**src/rtl/pp_gen_row_stream.sv**
```systemverilog
// Partial-product generator: for each A(i,k), walks CSR row k of B and streams
// A(i,k)*B(k,j) in ascending j through a 2-entry output FIFO to the merge core.
module pp_gen_row_stream #(
  parameter int DATA_W = 32,
  parameter int IDX_W  = 16,
  parameter int ADDR_W = 16
) (
  input  logic              clk,
  input  logic              rst_n,
  input  logic              a_valid,
  output logic              a_ready,
  input  logic [DATA_W-1:0] a_val,
  input  logic [IDX_W-1:0]  a_row,
  input  logic [IDX_W-1:0]  a_col,
  input  logic              a_last,
  output logic              ptr_rd_en,
  output logic [IDX_W-1:0]  ptr_rd_addr,
  input  logic [ADDR_W-1:0] ptr_start,
  input  logic [ADDR_W-1:0] ptr_end,
  output logic              b_rd_en,
  output logic [ADDR_W-1:0] b_rd_addr,
  input  logic [DATA_W-1:0] b_val,
  input  logic [IDX_W-1:0]  b_col,
  output logic              out_valid,
  input  logic              out_ready,
  output logic [DATA_W-1:0] out_val,
  output logic [IDX_W-1:0]  out_row,
  output logic [IDX_W-1:0]  out_col,
  output logic              out_last
);

  typedef enum logic [1:0] {S_IDLE, S_PTR, S_STREAM, S_EMPTY} state_t;

  state_t state, state_nxt;
  logic   alive;

  logic [DATA_W-1:0] a_val_p0;
  logic [IDX_W-1:0]  a_row_p0;
  logic              a_last_p0;
  logic [ADDR_W-1:0] cur_p0, end_p0, cur_inc;

  logic vld_p1, last_p1;

  logic [DATA_W-1:0] fifo_val  [0:1];
  logic [IDX_W-1:0]  fifo_row  [0:1];
  logic [IDX_W-1:0]  fifo_col  [0:1];
  logic              fifo_last [0:1];
  logic              wr_ptr, rd_ptr;
  logic [1:0]        fifo_cnt;
  logic [IDX_W-1:0]  last_col;

  logic              pop, push, snt_push, slot_free;
  logic [2:0]        occ;
  logic [DATA_W-1:0] push_val;
  logic [IDX_W-1:0]  push_col;
  logic              push_last;

  function automatic logic [DATA_W-1:0] trunc_mul(input logic [DATA_W-1:0] a,
                                                  input logic [DATA_W-1:0] b);
    logic [2*DATA_W-1:0] full;
    full = a * b;
    return full[DATA_W-1:0];
  endfunction

  assign cur_inc   = cur_p0 + ADDR_W'(1);
  assign pop       = out_valid && out_ready;
  // Reads in flight count as occupied so a returning read always finds a slot.
  assign occ       = {1'b0, fifo_cnt} + {2'b00, vld_p1} - {2'b00, pop};
  assign slot_free = (occ < 3'd2);

  assign ptr_rd_addr = a_col;
  assign b_rd_addr   = cur_p0;

  always_comb begin
    state_nxt = state;
    a_ready   = 1'b0;
    ptr_rd_en = 1'b0;
    b_rd_en   = 1'b0;
    snt_push  = 1'b0;
    case (state)
      S_IDLE: begin
        a_ready = alive;
        if (a_valid && alive) begin
          ptr_rd_en = 1'b1;
          state_nxt = S_PTR;
        end
      end
      S_PTR: begin
        if (ptr_end <= ptr_start) state_nxt = a_last_p0 ? S_EMPTY : S_IDLE;
        else                      state_nxt = S_STREAM;
      end
      S_STREAM: begin
        if (slot_free) begin
          b_rd_en = 1'b1;
          if (cur_inc == end_p0) state_nxt = S_IDLE;
        end
      end
      S_EMPTY: begin
        if (slot_free) begin
          snt_push  = 1'b1;
          state_nxt = S_IDLE;
        end
      end
      default: state_nxt = S_IDLE;
    endcase
  end

  // p0: A element and row-walk registers
  always_ff @(posedge clk) begin
    if (!rst_n) begin
      state <= S_IDLE;
      alive <= 1'b0;
    end else begin
      state <= state_nxt;
      alive <= 1'b1;
    end
  end

  always_ff @(posedge clk) begin
    if (ptr_rd_en) begin
      a_val_p0  <= a_val;
      a_row_p0  <= a_row;
      a_last_p0 <= a_last;
    end
    if (state == S_PTR) begin
      cur_p0 <= ptr_start;
      end_p0 <= ptr_end;
    end else if (b_rd_en) begin
      cur_p0 <= cur_inc;
    end
  end

  // p1: B read in flight, data returns this stage
  always_ff @(posedge clk) begin
    if (!rst_n) vld_p1 <= 1'b0;
    else        vld_p1 <= b_rd_en;
  end

  always_ff @(posedge clk) begin
    if (b_rd_en) last_p1 <= a_last_p0 && (cur_inc == end_p0);
  end

  assign push      = vld_p1 || snt_push;
  assign push_val  = vld_p1 ? trunc_mul(a_val_p0, b_val) : '0;
  assign push_col  = vld_p1 ? b_col : last_col;
  assign push_last = vld_p1 ? last_p1 : 1'b1;

  // p2: output FIFO
  always_ff @(posedge clk) begin
    if (!rst_n) begin
      wr_ptr   <= 1'b0;
      rd_ptr   <= 1'b0;
      fifo_cnt <= 2'd0;
      last_col <= '0;
    end else begin
      if (push) begin
        wr_ptr   <= ~wr_ptr;
        last_col <= push_col;
      end
      if (pop) rd_ptr <= ~rd_ptr;
      fifo_cnt <= fifo_cnt + {1'b0, push} - {1'b0, pop};
    end
  end

  always_ff @(posedge clk) begin
    if (push) begin
      fifo_val[wr_ptr]  <= push_val;
      fifo_row[wr_ptr]  <= a_row_p0;
      fifo_col[wr_ptr]  <= push_col;
      fifo_last[wr_ptr] <= push_last;
    end
  end

  assign out_valid = (fifo_cnt != 2'd0);
  assign out_val   = fifo_val[rd_ptr];
  assign out_row   = fifo_row[rd_ptr];
  assign out_col   = fifo_col[rd_ptr];
  assign out_last  = out_valid && fifo_last[rd_ptr];

endmodule

```
**config.mk**
```make
export PLATFORM = sky130hd
export DESIGN_NAME = pp_gen_row_stream
export DESIGN_NICKNAME = d
export VERILOG_FILES = /design/src/rtl/pp_gen_row_stream.sv
export SDC_FILE = /design/constraint.sdc
export NUM_CORES = 1
export LEC_CHECK = 0
export ABC_AREA = 1
export CAP_MARGIN = 20
export CORE_AREA = 5 5 217 219
export CTS_CLUSTER_DIAMETER = 150
export CTS_CLUSTER_SIZE = 30
export DETAILED_ROUTE_END_ITERATION = 12
export DIE_AREA = 0 0 222 224
export PLACE_DENSITY = 0.89
export SLEW_MARGIN = 10
export SYNTH_ARGS = -nofsm -noshare
export SYNTH_HDL_FRONTEND = slang
export SYNTH_SLANG_ARGS = --single-unit
```
**constraint.sdc**
```tcl
create_clock -name clk -period 10.8 [get_ports clk]
set_clock_uncertainty 0.1 [all_clocks]
set_input_delay 1.62 -clock clk [delete_from_list [all_inputs] [get_ports clk]]
set_output_delay 1.62 -clock clk [all_outputs]
set_load 0.05 [all_outputs]
```
==> impl_results.md <==
* Post-synthesis instance total at 3,174
* Yosys warning total at 0
* Cell taking the most area after synthesis: fa_1
* Ys async rst share at 0%
* Critical path class: primary input to register
* Synth Flop Type: edfxtp_1
* Routability cong. at between 0.9 and 1
* Synth area leaders: fa_1 31%, edfxtp_1 24%, nand2_1 15%
* FF+latch count, synth at 237
* Vias in the first global route at 21,800
* Final worst-path cycle share at 80.9%
* Critical Path End Type: register
* Port bufs at 217
* Share of cells above drive strength 1 at between 2 and 2.5%
* Die X at 222 µm
* Max FO, Critical Path at 23
* Area of the core region at 0.0449 mm²
* Gr ovfl total at 0
* Htree depth at 1
* Placed cells at 3,872
* Clk_lat worst skew at 0.53 ns
* Clock sinks at 237
* Synth cell types at 46
* Crit path buf inv count at 4
* Worst slew pin tran at 1.30 ns
* Register area share after synthesis at 25.8%
* Most common cell in the netlist: nand2_1
* DRT Pass-1 Iters at 7
* Area grow syn2layout at 11.4%
* Fmax at between 100 and 150 MHz
* CP max-delay cell: clkdlybuf4s50_1
* First-pass GRT wire length at 109,000 µm
* Bufs on Longest Clock Path at 3
* Cts repair resizes at 0
* Via/cell ratio at 5.34
* Crit-path cells: clkdlybuf4s50_1 > nand2_1 > fa_1 > inv_1 > fa_1 > fa_1 > inv_1 > fa_1 > inv_1 > fa_1 > fa_1 > fa_1 > fa_1 > ha_1 > nand2_1 > nor2_1 > nand2_1 > o311ai_0 > a21o_1 > nand2_1 > nand2_1 > nor2_1
* Tightest Hold Check Type: register to register
* Syn avg cell area at 8.37 µm²
* Setup TNS at 0 ns
* DRT iter0 DRCs at 1,893
* EDFF count, synth at 212
* Global Route Usage Sum at between 20% and 30%
* Crit path arrival time at a little under 9 ns
* Antenna Cells at 0
* Vias post-DR at 20,800
* Final cell count without fillers at 3,900
* Top cell by count, worst path: fa_1
* Max_slew headroom at 13.2%
* Synthesized cell area at 0.0266 mm²
* Share of the synthesized area in the top cell type at between 30% and 40%
* Post-DRT Antenna Nets at 0
* Dpl hpwl at about 51,000 µm
* WL per Instance at 17.3 µm
* TritonCTS clock tree: built
* Final hold vios at 0
* Post-synth top cells: 1,032 x nand2_1, 816 x inv_1, 409 x fa_1
* Rows at 78
* Root Driver: clkbuf_16
* Die ar. at 0.0497 mm²
* Crit path launch type: primary input
* CP delay by family, top: adder cells
* RSZ-0062 raised after global routing: no
* CTS Buf Count at 13
* Number of setup violations in the final report at 0
* Status: completed
* Initial Utilization at 59.2%
* CTS Hold Bufs at 0
* I/O Pins at 250
* Post-CTS setup buffer count at 0
* Final min period at roughly 8.7 ns
* Final nets at 3,994
* Total Wirelength at 67,600 µm
* CP Data Required Time at around 11 ns
* Pins Over Slew Limit at 0
* Syn Nets at 3,875
* Die Ht at 224 µm
* Clock-pin slew on the worst setup and hold paths at 0.11 ns
* Residual DRC at 0
* Max-cap violations at 0
* Largest net degree at the start of global routing at 66
* Reg2reg setup slack at about 3.3 ns
* Critical path's largest stage delay at about 1.3 ns
* Initial antenna violation count at 0
sequential cells by signal, summed over array words and instances, names as in the netlist, 16 cells and up, named ones only:
name       count
fifo_col      32
last_col      16
a_row_p0      16
fifo_row      32
end_p0        16
a_val_p0      32
b_rd_addr     16
fifo_val      64
through the flow:
stage	instance area [µm²]	hold WS (ns)	util [%]	worst slack, ns
floorplan	26600	0.321	-	2.79
global route	29600	0.369	65.9	1.83
detailed placement	29100	0.329	64.8	1.53
global placement	29100	0.323	64.8	1.72
finish	29600	0.351	65.9	2.06
CTS	29500	0.353	65.7	2.08
layout make-up:
| class | count | area [µm²] |
|---|---|---|
| multi-input cells | 1975 | 16000 |
| fillers | 3427 | 15300 |
| flip-flops and latches | 237 | 6870 |
| inverters | 820 | 3080 |
| repair buffers | 246 | 2440 |
| well taps | 600 | 751 |
| clock buffers | 18 | 344 |
| clock inverters | 4 | 75.1 |
cells by family after synthesis:
family / after synthesis / share of synthesized area [%]
AO/OA/AOI/OAI: 161 / 3.32
XOR/XNOR: 23 / 0.866
adder cells (fa/ha/maj): 552 / 37.5
buffers and inverters: 962 / 13.9
flip-flops: 237 / 25.8
AND/OR/NAND/NOR: 1239 / 18.5
final timing paths:
kind / start / endpoint / cells past startpoint
setup / recovery: b_val[9] / fifo_val[0][27] / 22
hold / removal: rd_ptr / register / 1
hold reg to reg: rd_ptr / register / 1
setup reg to reg: a_val_p0[12] / fifo_val[0][31] / 22
placed cells by master, fill, tap and decap left out, drive strengths merged, types with 4 or more instances in the layout:
cell	count
nand2	1037
inv	820
fa	409
clkdlybuf4s50	217
edfxtp	212
ha	143
nor2	87
nand3	83
a21oi	74
o21ai	59
buf	29
dfxtp	25
clkbuf	18
xnor2	11
xor2	10
a21o	10
nand3b	10
nor3	7
nand4	6
a31oi	5
o21bai	5
or2	4
clkinv	4
metal layers:
layer / wire, µm / GRT usage (%)
met1: 24200 / 34.0
met2: 32100 / 46.0
met3: 7150 / 5.94
met4: 4080 / 12.9
met5: 0 / 0.380
Power is left out: the tool's default activity adds up to more than one toggle a clock period on the data nets, which glitch-free logic cannot reach.
